--- src/rtl/atm_pkg.sv ---
// Shared types and constants for the ATM session controller.
// The state encoding doubles as the display code driven to the front panel.
package atm_pkg;

    localparam int unsigned DEF_MAX_TRIES   = 3;
    localparam int unsigned DEF_TIMEOUT_CYC = 1000;
    localparam int unsigned DEF_EJECT_CYC   = 4;

    localparam int unsigned TRIES_W = 2;
    localparam int unsigned DISP_W  = 3;
    localparam int unsigned TIMER_W = 16;
    localparam int unsigned EJECT_W = 4;

    localparam logic [DISP_W-1:0] DISP_IDLE     = 3'b000;
    localparam logic [DISP_W-1:0] DISP_WAIT_PIN = 3'b001;
    localparam logic [DISP_W-1:0] DISP_SERVICE  = 3'b010;
    localparam logic [DISP_W-1:0] DISP_EJECT    = 3'b011;
    localparam logic [DISP_W-1:0] DISP_RETAIN   = 3'b100;

    typedef enum logic [DISP_W-1:0] {
        ST_IDLE     = DISP_IDLE,
        ST_WAIT_PIN = DISP_WAIT_PIN,
        ST_SERVICE  = DISP_SERVICE,
        ST_EJECT    = DISP_EJECT,
        ST_RETAIN   = DISP_RETAIN
    } state_e;

    function automatic logic [DISP_W-1:0] disp_of(input state_e s);
        return DISP_W'(s);
    endfunction

endpackage

--- src/rtl/atm_session_ctrl_if.sv ---
// Card/keypad/transaction signals between the ATM host logic and the session controller.
interface atm_session_ctrl_if;
    import atm_pkg::*;

    logic               card_in;
    logic               pin_valid;
    logic               pin_ok;
    logic               op_done;
    logic               new_transaction;
    logic               key_activity;
    logic               pin_check;
    logic               session_active;
    logic               card_eject;
    logic               card_retain;
    logic               session_abort;
    logic               timeout_flag;
    logic [TRIES_W-1:0] tries_left;
    logic [DISP_W-1:0]  display;

    modport master (
        output card_in, pin_valid, pin_ok, op_done, new_transaction, key_activity,
        input  pin_check, session_active, card_eject, card_retain, session_abort,
               timeout_flag, tries_left, display
    );

    modport slave (
        input  card_in, pin_valid, pin_ok, op_done, new_transaction, key_activity,
        output pin_check, session_active, card_eject, card_retain, session_abort,
               timeout_flag, tries_left, display
    );

endinterface

--- src/rtl/atm_inactivity_timer.sv ---
// Inactivity counter: cleared by activity or when disabled, pulses expire_c on its last count.
module atm_inactivity_timer
    import atm_pkg::*;
#(
    parameter int unsigned TIMEOUT_CYC = DEF_TIMEOUT_CYC
) (
    input  logic clk,
    input  logic reset,
    input  logic clear,
    input  logic enable,
    output logic expire_c
);

    logic [TIMER_W-1:0] cnt_q, cnt_d;

    always_comb begin
        cnt_d    = cnt_q;
        expire_c = 1'b0;
        if (clear || !enable) begin
            cnt_d = '0;
        end else if (cnt_q == TIMER_W'(TIMEOUT_CYC - 1)) begin
            expire_c = 1'b1;
            cnt_d    = '0;
        end else begin
            cnt_d = cnt_q + TIMER_W'(1);
        end
    end

    always_ff @(posedge clk or posedge reset) begin
        if (reset) cnt_q <= '0;
        else       cnt_q <= cnt_d;
    end

endmodule

--- src/rtl/atm_session_ctrl.sv ---
// ATM card session FSM: PIN attempts, service loop, card eject/retain, abort on removal.
// Inactivity timeout is built only when ATM_SESSION_TIMEOUT_EN is defined.
module atm_session_ctrl
    import atm_pkg::*;
#(
    parameter int unsigned MAX_TRIES   = DEF_MAX_TRIES,
    parameter int unsigned TIMEOUT_CYC = DEF_TIMEOUT_CYC,
    parameter int unsigned EJECT_CYC   = DEF_EJECT_CYC
) (
    input  logic               clk,
    input  logic               reset,
    atm_session_ctrl_if.slave  bus
);

    state_e             state_q, state_d;
    logic [TRIES_W-1:0] tries_q, tries_d;
    logic [EJECT_W-1:0] eject_cnt_q, eject_cnt_d;
    logic               pin_check_q, pin_check_d;
    logic               active_q, active_d;
    logic               eject_q, eject_d;
    logic               retain_q, retain_d;
    logic               abort_q, abort_d;
    logic               tmo_q, tmo_d;
    logic [DISP_W-1:0]  display_q, display_d;
    logic               expire_c;
    logic               go_eject_c;

`ifdef ATM_SESSION_TIMEOUT_EN
    logic timer_en_c;
    logic timer_clr_c;

    assign timer_en_c  = (state_q == ST_WAIT_PIN) || (state_q == ST_SERVICE);
    assign timer_clr_c = bus.pin_valid | bus.op_done | bus.key_activity;

    atm_inactivity_timer #(.TIMEOUT_CYC(TIMEOUT_CYC)) u_timer (
        .clk      (clk),
        .reset    (reset),
        .clear    (timer_clr_c),
        .enable   (timer_en_c),
        .expire_c (expire_c)
    );
`else
    logic timer_unused;

    assign timer_unused = bus.key_activity | TIMEOUT_CYC[0];
    assign expire_c     = 1'b0;
`endif

    // Next state and next registered outputs; removal beats strobes, strobes beat timeout.
    always_comb begin
        state_d     = state_q;
        tries_d     = tries_q;
        eject_cnt_d = eject_cnt_q;
        eject_d     = 1'b0;
        abort_d     = 1'b0;
        tmo_d       = 1'b0;
        go_eject_c  = 1'b0;

        case (state_q)
            ST_IDLE: begin
                if (bus.card_in) begin
                    state_d = ST_WAIT_PIN;
                    tries_d = TRIES_W'(MAX_TRIES);
                end
            end
            ST_WAIT_PIN: begin
                if (!bus.card_in) begin
                    state_d = ST_IDLE;
                    abort_d = 1'b1;
                end else if (bus.pin_valid) begin
                    if (bus.pin_ok) begin
                        state_d = ST_SERVICE;
                    end else begin
                        tries_d = (tries_q != '0) ? tries_q - TRIES_W'(1) : '0;
                        if (tries_q <= TRIES_W'(1)) state_d = ST_RETAIN;
                    end
                end else if (expire_c) begin
                    tmo_d      = 1'b1;
                    go_eject_c = 1'b1;
                end
            end
            ST_SERVICE: begin
                if (!bus.card_in) begin
                    state_d = ST_IDLE;
                    abort_d = 1'b1;
                end else if (bus.op_done) begin
                    go_eject_c = !bus.new_transaction;
                end else if (expire_c) begin
                    tmo_d      = 1'b1;
                    go_eject_c = 1'b1;
                end
            end
            ST_EJECT: begin
                // eject_cnt holds the pulse cycles still owed after the current one
                if (eject_cnt_q != '0) begin
                    eject_d     = 1'b1;
                    eject_cnt_d = eject_cnt_q - EJECT_W'(1);
                end else if (!bus.card_in) begin
                    state_d = ST_IDLE;
                end
            end
            ST_RETAIN: begin
                if (!bus.card_in) state_d = ST_IDLE;
            end
            default: state_d = ST_IDLE;
        endcase

        if (go_eject_c) begin
            state_d     = ST_EJECT;
            eject_d     = 1'b1;
            eject_cnt_d = EJECT_W'(EJECT_CYC - 1);
        end

        if (state_d == ST_IDLE || state_d == ST_RETAIN) tries_d = (state_d == ST_RETAIN) ? '0 : tries_d;
        if (state_d == ST_IDLE && state_q != ST_IDLE) tries_d = '0;

        pin_check_d = (state_d == ST_SERVICE);
        active_d    = (state_d == ST_WAIT_PIN) || (state_d == ST_SERVICE);
        retain_d    = (state_d == ST_RETAIN);
        display_d   = disp_of(state_d);
    end

    always_ff @(posedge clk or posedge reset) begin
        if (reset) begin
            state_q     <= ST_IDLE;
            tries_q     <= '0;
            eject_cnt_q <= '0;
            pin_check_q <= 1'b0;
            active_q    <= 1'b0;
            eject_q     <= 1'b0;
            retain_q    <= 1'b0;
            abort_q     <= 1'b0;
            tmo_q       <= 1'b0;
            display_q   <= DISP_IDLE;
        end else begin
            state_q     <= state_d;
            tries_q     <= tries_d;
            eject_cnt_q <= eject_cnt_d;
            pin_check_q <= pin_check_d;
            active_q    <= active_d;
            eject_q     <= eject_d;
            retain_q    <= retain_d;
            abort_q     <= abort_d;
            tmo_q       <= tmo_d;
            display_q   <= display_d;
        end
    end

    assign bus.pin_check      = pin_check_q;
    assign bus.session_active = active_q;
    assign bus.card_eject     = eject_q;
    assign bus.card_retain    = retain_q;
    assign bus.session_abort  = abort_q;
    assign bus.timeout_flag   = tmo_q;
    assign bus.tries_left     = tries_q;
    assign bus.display        = display_q;

endmodule

--- src/flat_wrapper.sv ---
// flat-port wrapper written by rule: the top's interface ports become plain ports
module atm_session_ctrl_flat import atm_pkg::*;
#(
    parameter int unsigned MAX_TRIES   = DEF_MAX_TRIES,
    parameter int unsigned TIMEOUT_CYC = DEF_TIMEOUT_CYC,
    parameter int unsigned EJECT_CYC   = DEF_EJECT_CYC
)
  (clk, reset, bus_card_in, bus_pin_valid, bus_pin_ok, bus_op_done, bus_new_transaction, bus_key_activity, bus_pin_check, bus_session_active, bus_card_eject, bus_card_retain, bus_session_abort, bus_timeout_flag, bus_tries_left, bus_display);
  atm_session_ctrl_if bus_i ();
  input  logic clk;
  input  logic reset;
  input wire logic [$bits(bus_i.card_in)-1:0] bus_card_in;
  input wire logic [$bits(bus_i.pin_valid)-1:0] bus_pin_valid;
  input wire logic [$bits(bus_i.pin_ok)-1:0] bus_pin_ok;
  input wire logic [$bits(bus_i.op_done)-1:0] bus_op_done;
  input wire logic [$bits(bus_i.new_transaction)-1:0] bus_new_transaction;
  input wire logic [$bits(bus_i.key_activity)-1:0] bus_key_activity;
  output wire logic [$bits(bus_i.pin_check)-1:0] bus_pin_check;
  output wire logic [$bits(bus_i.session_active)-1:0] bus_session_active;
  output wire logic [$bits(bus_i.card_eject)-1:0] bus_card_eject;
  output wire logic [$bits(bus_i.card_retain)-1:0] bus_card_retain;
  output wire logic [$bits(bus_i.session_abort)-1:0] bus_session_abort;
  output wire logic [$bits(bus_i.timeout_flag)-1:0] bus_timeout_flag;
  output wire logic [$bits(bus_i.tries_left)-1:0] bus_tries_left;
  output wire logic [$bits(bus_i.display)-1:0] bus_display;
  assign bus_i.card_in = bus_card_in;
  assign bus_i.pin_valid = bus_pin_valid;
  assign bus_i.pin_ok = bus_pin_ok;
  assign bus_i.op_done = bus_op_done;
  assign bus_i.new_transaction = bus_new_transaction;
  assign bus_i.key_activity = bus_key_activity;
  assign bus_pin_check = bus_i.pin_check;
  assign bus_session_active = bus_i.session_active;
  assign bus_card_eject = bus_i.card_eject;
  assign bus_card_retain = bus_i.card_retain;
  assign bus_session_abort = bus_i.session_abort;
  assign bus_timeout_flag = bus_i.timeout_flag;
  assign bus_tries_left = bus_i.tries_left;
  assign bus_display = bus_i.display;
  atm_session_ctrl #(.MAX_TRIES(MAX_TRIES), .TIMEOUT_CYC(TIMEOUT_CYC), .EJECT_CYC(EJECT_CYC)) u_core (.clk(clk), .reset(reset), .bus(bus_i));
endmodule
--- config.mk ---
export PLATFORM = sky130hd
export DESIGN_NAME = atm_session_ctrl_flat
export DESIGN_NICKNAME = d
export VERILOG_FILES = /design/src/rtl/atm_pkg.sv /design/src/rtl/atm_session_ctrl_if.sv /design/src/rtl/atm_inactivity_timer.sv /design/src/rtl/atm_session_ctrl.sv /design/src/flat_wrapper.sv
export SDC_FILE = /design/constraint.sdc
export NUM_CORES = 1
export LEC_CHECK = 0
export CORE_ASPECT_RATIO = 0.9
export CORE_MARGIN = 2
export CORE_UTILIZATION = 50
export DETAILED_ROUTE_END_ITERATION = 8
export PLACE_DENSITY = 0.81
export REMOVE_ABC_BUFFERS = 1
export SYNTH_ARGS = -nofsm -noshare
export SYNTH_HDL_FRONTEND = slang
export SYNTH_SLANG_ARGS = --single-unit
--- constraint.sdc ---
create_clock -name clk -period 3 [get_ports clk]
set_input_delay 0.6 -clock clk [delete_from_list [all_inputs] [get_ports clk]]
set_output_delay 0.6 -clock clk [all_outputs]
set_load 0.005 [all_outputs]
==> results.cfg, run 1 <==
[timing]
setup-violations-final = 0
fin_crit_sh_pct = 67.0
clock.fmax_mhz = 498
min_period_ps = 2010
worstMarginPinSlew_ps = 537
fin_worst_skew_ps = 7.39
drv_slew = 0
slew_headroom_pct = 64.2
rsz0062_at_grt = false
finalSetupTns_ps = 0
fin_ws_ps = 990
finalHoldViolations = 0
timing.hold.ws_ps = 575

[detailed_routing]
drt-pass1-iter-count = 4
vias = 584
drt_iter0_drc = 6
routed_via_density = 5.56
wl_per_cell_um = 13.5
routed_wl_um = 1420
route.detailed.drc = 0
drtAntennaViolNets = 0

[critical_path]
critPathMaxFanout = 11
crit_chain = clkdlybuf4s50_1
crit_family = buffers and inverters
worstSetupPathType = reg2out
cp-start-kind = register
crit_arrival_ps = 1410
crit_buf_inv = 1
slowest_stage = clkdlybuf4s50_1
cp.required_ps = 2400
endpoint_kind = output port
critPathMaxStageDelay_ps = 570

[clock_tree]
cts_made_buffers = 3
cts_max_level = 1
cts_tree = done
cts-root-buf = clkbuf_4
cts_resized = 0
cts.path.max_buffers = 2
clk_latency_ps = 280
cts_hold_buf = 0
clk_pin_slew_ps = 90
cts_sinks = 14
postCtsSetupBuffers = 0

[status]
outcome = complete, no violations

[pwr]
p_leak_nw = 0.421
ir_worst_vdd_uv = 451
power.density_nw_per_um2 = 936
total_power_mw = 0.880

[global_route]
use_met1_pct = 23.3
antenna_found_initial = 0
use_met2_pct = 32.0
grt_pass1_wl_um = 2390
first_global_vias = 538
grt-busiest-layer = met2
grt.total_usage_pct = 19.1
grt_max_degree = 15
use_met3_pct = 3.88
grt_overflow_total = 0

[placement]
pre_cts_ws_ps = 842
place_hpwl_um = 1000
place_area_um2 = 903
dpl.cell_count = 101
numPortBuffers = 16
routabilityCongestion = 0.791

[synth]
synth_area_um2 = 773
synth_cells = 75
yosysWarningCount = 0
synthArstFlopShare_pct = 100
avgSynthCellArea_um2 = 10.3
ys_seq_area_share_pct = 45.3
ys_types = 34
synthFlopType = dfrtp_1
synth_enable_flop_cells = 0
ys_seq_elements = 14

[floorplan]
ioPinCount = 19
initial_core_util_pct = 53.4
fp.dieW_um = 45.5
core_um2 = 1450
die-area_um2 = 1880
die-height_um = 41.3
rows = 13

[layout]
fin_util_pct = 64.9
layout-drive-gt1-share_pct = 17.8
area_growth_pct = 21.5
final_nets = 100
stdcell_count = 105
antenna_cells = 0
fin_area_um2 = 940

[min_path]
hold_path.class = reg2reg

[run]
maxCapViolCount = 0
## synthesized netlist by cell type, types with 2 or more instances
cell / number / share of area, %
nor3_1: 2 / 1.3
buf_4: 2 / 1.9
nand3_1: 3 / 1.9
inv_1: 6 / 2.9
dfrtp_1: 14 / 45
and3b_1: 3 / 3.4
xnor2_1: 2 / 2.3
nand2_1: 8 / 3.9
a21oi_1: 4 / 2.6
buf_6: 3 / 4.4
o21ai_0: 3 / 1.9
xor2_1: 2 / 2.3
nor2b_1: 2 / 1.6
## layout make-up
cell class | count | area (um2)
fillers | 123 | 508
well taps | 15 | 18.8
flip-flops and latches | 14 | 350
multi-input cells | 50 | 352
repair buffers | 16 | 160
clock buffers | 4 | 36.3
inverters | 6 | 22.5
## cells by family (layout without fill, tap and decap cells)
family                     count (synthesis)  count (layout)  synth area share [%]
AOI/OAI and AO/OA                         17              17                  17.0
and+or+nand+nor                           27              27                  21.8
adders and majority gates                  1               1                  1.62
other                                      1               1                 0.485
xor gates and xnor gates                   4               4                  4.53
buffers and inverters                     11              26                  9.22
DFF                                       14              14                  45.3
## metal layers
metal	wire length [um]	share of wire (%)	vias to the layer above
met3	85	6.0	4
met1	669	47	272
li1	-	-	284
met5	0	0	-
met2	634	45	24
met4	34	2.4	0
## layout by cell type (no fill, tap or decap), types with 2 or more instances in the layout
cell type	instances
nor2b_1	2
nand2_1	8
dfrtp_1	14
xor2_1	2
o21ai_0	3
clkdlybuf4s50_1	16
a21oi_1	4
xnor2_1	2
and3b_1	3
nor3_1	2
clkbuf_4	3
nand3_1	3
inv_1	6
## sequential cells by signal, indices dropped and copies added, names as in the netlist
signal                     count
u_core.state_q                 3
u_core.bus.session_abort       1
u_core.bus.card_retain         1
u_core.bus.card_eject          1
u_core.bus.tries_left          2
u_core.eject_cnt_q             4
u_core.bus.session_active      1
u_core.bus.pin_check           1
## final timing paths
| path | slack (ps) | cells past startpoint | endpoint | from |
|---|---|---|---|---|
| max in group asynchronous | 1980 | 2 | u_core.eject_cnt_q[1] | reset |
| setup reg to reg | 1270 | 6 | u_core.bus.tries_left[0] | u_core.eject_cnt_q[0] |
| setup / recovery | 990 | 1 | bus_display[0] | u_core.state_q[0] |
| min in group asynchronous | 660 | 2 | u_core.bus.session_abort | reset |
| hold / removal | 570 | 2 | u_core.bus.tries_left[0] | u_core.bus.tries_left[0] |
| hold reg to reg | 570 | 2 | u_core.bus.tries_left[0] | u_core.bus.tries_left[0] |
## where the power goes
group	switching, mW	internal, mW
combinational	0.167	0.229
sequential	0.0810	0.267
clock	0.0624	0.0738
total	0.310	0.570
(Power assumes the default switching activity.)
==> inputs of run 2 (changes only) <==
--- a/config.mk
+++ b/config.mk
@@ -7,9 +7,9 @@
 export LEC_CHECK = 0
 export CORE_ASPECT_RATIO = 0.9
 export CORE_MARGIN = 2
-export CORE_UTILIZATION = 50
+export CORE_UTILIZATION = 42
 export DETAILED_ROUTE_END_ITERATION = 8
-export PLACE_DENSITY = 0.81
+export PLACE_DENSITY = 0.72
 export REMOVE_ABC_BUFFERS = 1
 export SYNTH_ARGS = -nofsm -noshare
 export SYNTH_HDL_FRONTEND = slang
==> constraint.sdc (replaced) <==
create_clock -name clk -period 1.6 [get_ports clk]
set_input_delay 0.32 -clock clk [delete_from_list [all_inputs] [get_ports clk]]
set_output_delay 0.32 -clock clk [all_outputs]
set_load 0.005 [all_outputs]
==> results.cfg, run 2 (synthesis results as in run 1) <==
[global_route]
antenna_found_initial = 0
grt_max_degree = 15
grt_pass1_wl_um = 2590
grt_overflow_total = 0
first_global_vias = 590
grt.total_usage_pct = 16.0

[critical_path]
startpoint = u_core.eject_cnt_q[0]
endpoint_kind = register
critPathMaxFanout = 6
crit_chain = inv_2 > ha_4 > or3b_4 > a22oi_2 > or2_4 > o21ai_2
worstSetupPathType = reg2reg
cp-start-kind = register
crit_buf_inv = 1
critPathMaxStageDelay_ps = 410
cp.required_ps = 1750
crit_arrival_ps = 1750
crit_family = simple AND/OR/NAND/NOR gates
regToRegStartpoint = u_core.eject_cnt_q[0]
slowest_stage = or3b_4

[timing]
fin_ws_ps = 5.62
fin_crit_sh_pct = 99.6
fin_worst_skew_ps = 7.40
clock.fmax_mhz = 627
min_period_ps = 1590
finalHoldViolations = 0
finalSetupTns_ps = 0
drv_slew = 0
rsz0062_at_grt = true
setup-violations-final = 0

[floorplan]
die-height_um = 44.7
fp.dieW_um = 49.2
rows = 14
initial_core_util_pct = 45.5
core_um2 = 1700
die-area_um2 = 2200
ioPinCount = 19

[min_path]
hold_path.class = in2async

[clock_tree]
clk_pin_slew_ps = 80
clk_latency_ps = 280
cts_tree = done
cts_made_buffers = 3
cts-root-buf = clkbuf_4
cts_sinks = 14
cts.path.max_buffers = 2
cts_max_level = 1

[pwr]
p_leak_nw = 0.497
ir_worst_vdd_uv = 853
power.density_nw_per_um2 = 1680

[status]
outcome = complete, no violations

[layout]
area_growth_pct = 41.3
layout_commonest_cell = buf_4
largest-register = u_core.eject_cnt_q
layout-drive-gt1-share_pct = 37.7
antenna_cells = 0
final_nets = 116
final_cell_mix = 16 x buf_4, 15 x clkdlybuf4s50_1, 11 x dfrtp_1
largest_reg_flops = 4

[detailed_routing]
drtAntennaViolNets = 0
top_layer = met3
wl_per_cell_um = 11.6
routed_wl_um = 1510
vias = 623
wl_met2_um = 748
route.detailed.drc = 0
drt-met1-wl_um = 679
routed_via_density = 4.79
drt-pass1-iter-count = 4
drt_iter0_drc = 3
wl_met3_um = 84

[placement]
numPortBuffers = 16
place_hpwl_um = 1170
routabilityCongestion = 0.757
pre_cts_ws_ps = -106

[run]
maxCapViolCount = 0
## run 2: final timing paths
check                                            end  slack [ps]  cells past startpoint
max                        u_core.bus.session_active           6                      6
min                            u_core.eject_cnt_q[1]         360                      2
max reg2reg                u_core.bus.session_active           6                      6
min reg2reg                 u_core.bus.session_abort         460                      1
max in group asynchronous          u_core.state_q[2]         870                      2
min in group clk            u_core.bus.session_abort         460                      1
## run 2: cell type report
type	instances	area, um2
Clock buffer	4	36.3
Fill cell	145	607
Inverter	6	22.5
Multi-Input combinational cell	50	370
Sequential cell	14	354
Tap cell	24	30.0
Timing Repair Buffer	32	279
## run 2: metal layers
layer | track usage [%] | vias up
li1 | - | 316
met1 | 18.7 | 293
met2 | 28.1 | 14
met3 | 5.63 | 0
met4 | 5.14 | 0
met5 | 0 | -
## run 2: what timing repair did
action                     4_1_cts  5_1_grt
pin swaps                        0        3
setup buffers                    0        6
setup endpoints to repair       10        8
hold buffers                     0        0
resized for setup                8        2
## run 2: per-stage QoR
| step | std cells | area (um2) | utilization [%] | power, mW | hold slack [ps] |
|---|---|---|---|---|---|
| after floorplan | 70 | 724 | - | 1.08 | 209 |
| final | 130 | 1090 | 64.3 | 1.83 | 362 |
| after detailed placement | 120 | 990 | 58.2 | 1.48 | 549 |
| after global placement | 120 | 990 | 58.2 | 1.44 | 542 |
| after CTS | 124 | 1040 | 61.4 | 1.76 | 386 |
| after global routing | 130 | 1090 | 64.3 | 1.96 | 448 |
## run 2: worst reg2reg max path, delay by kind of cell (launching register included)
kind	cells	cell delay, ps
buffers and inverters	1	80
flip-flops	1	400
AO/OA/AOI/OAI	2	290
AND/OR/NAND/NOR	2	590
adder cells (fa/ha/maj)	1	120
## run 2: power by group
group	internal [mW]	switching, mW
Combinational	0.566	0.395
Sequential	0.508	0.118
Clock	0.138	0.107
Total	1.21	0.620
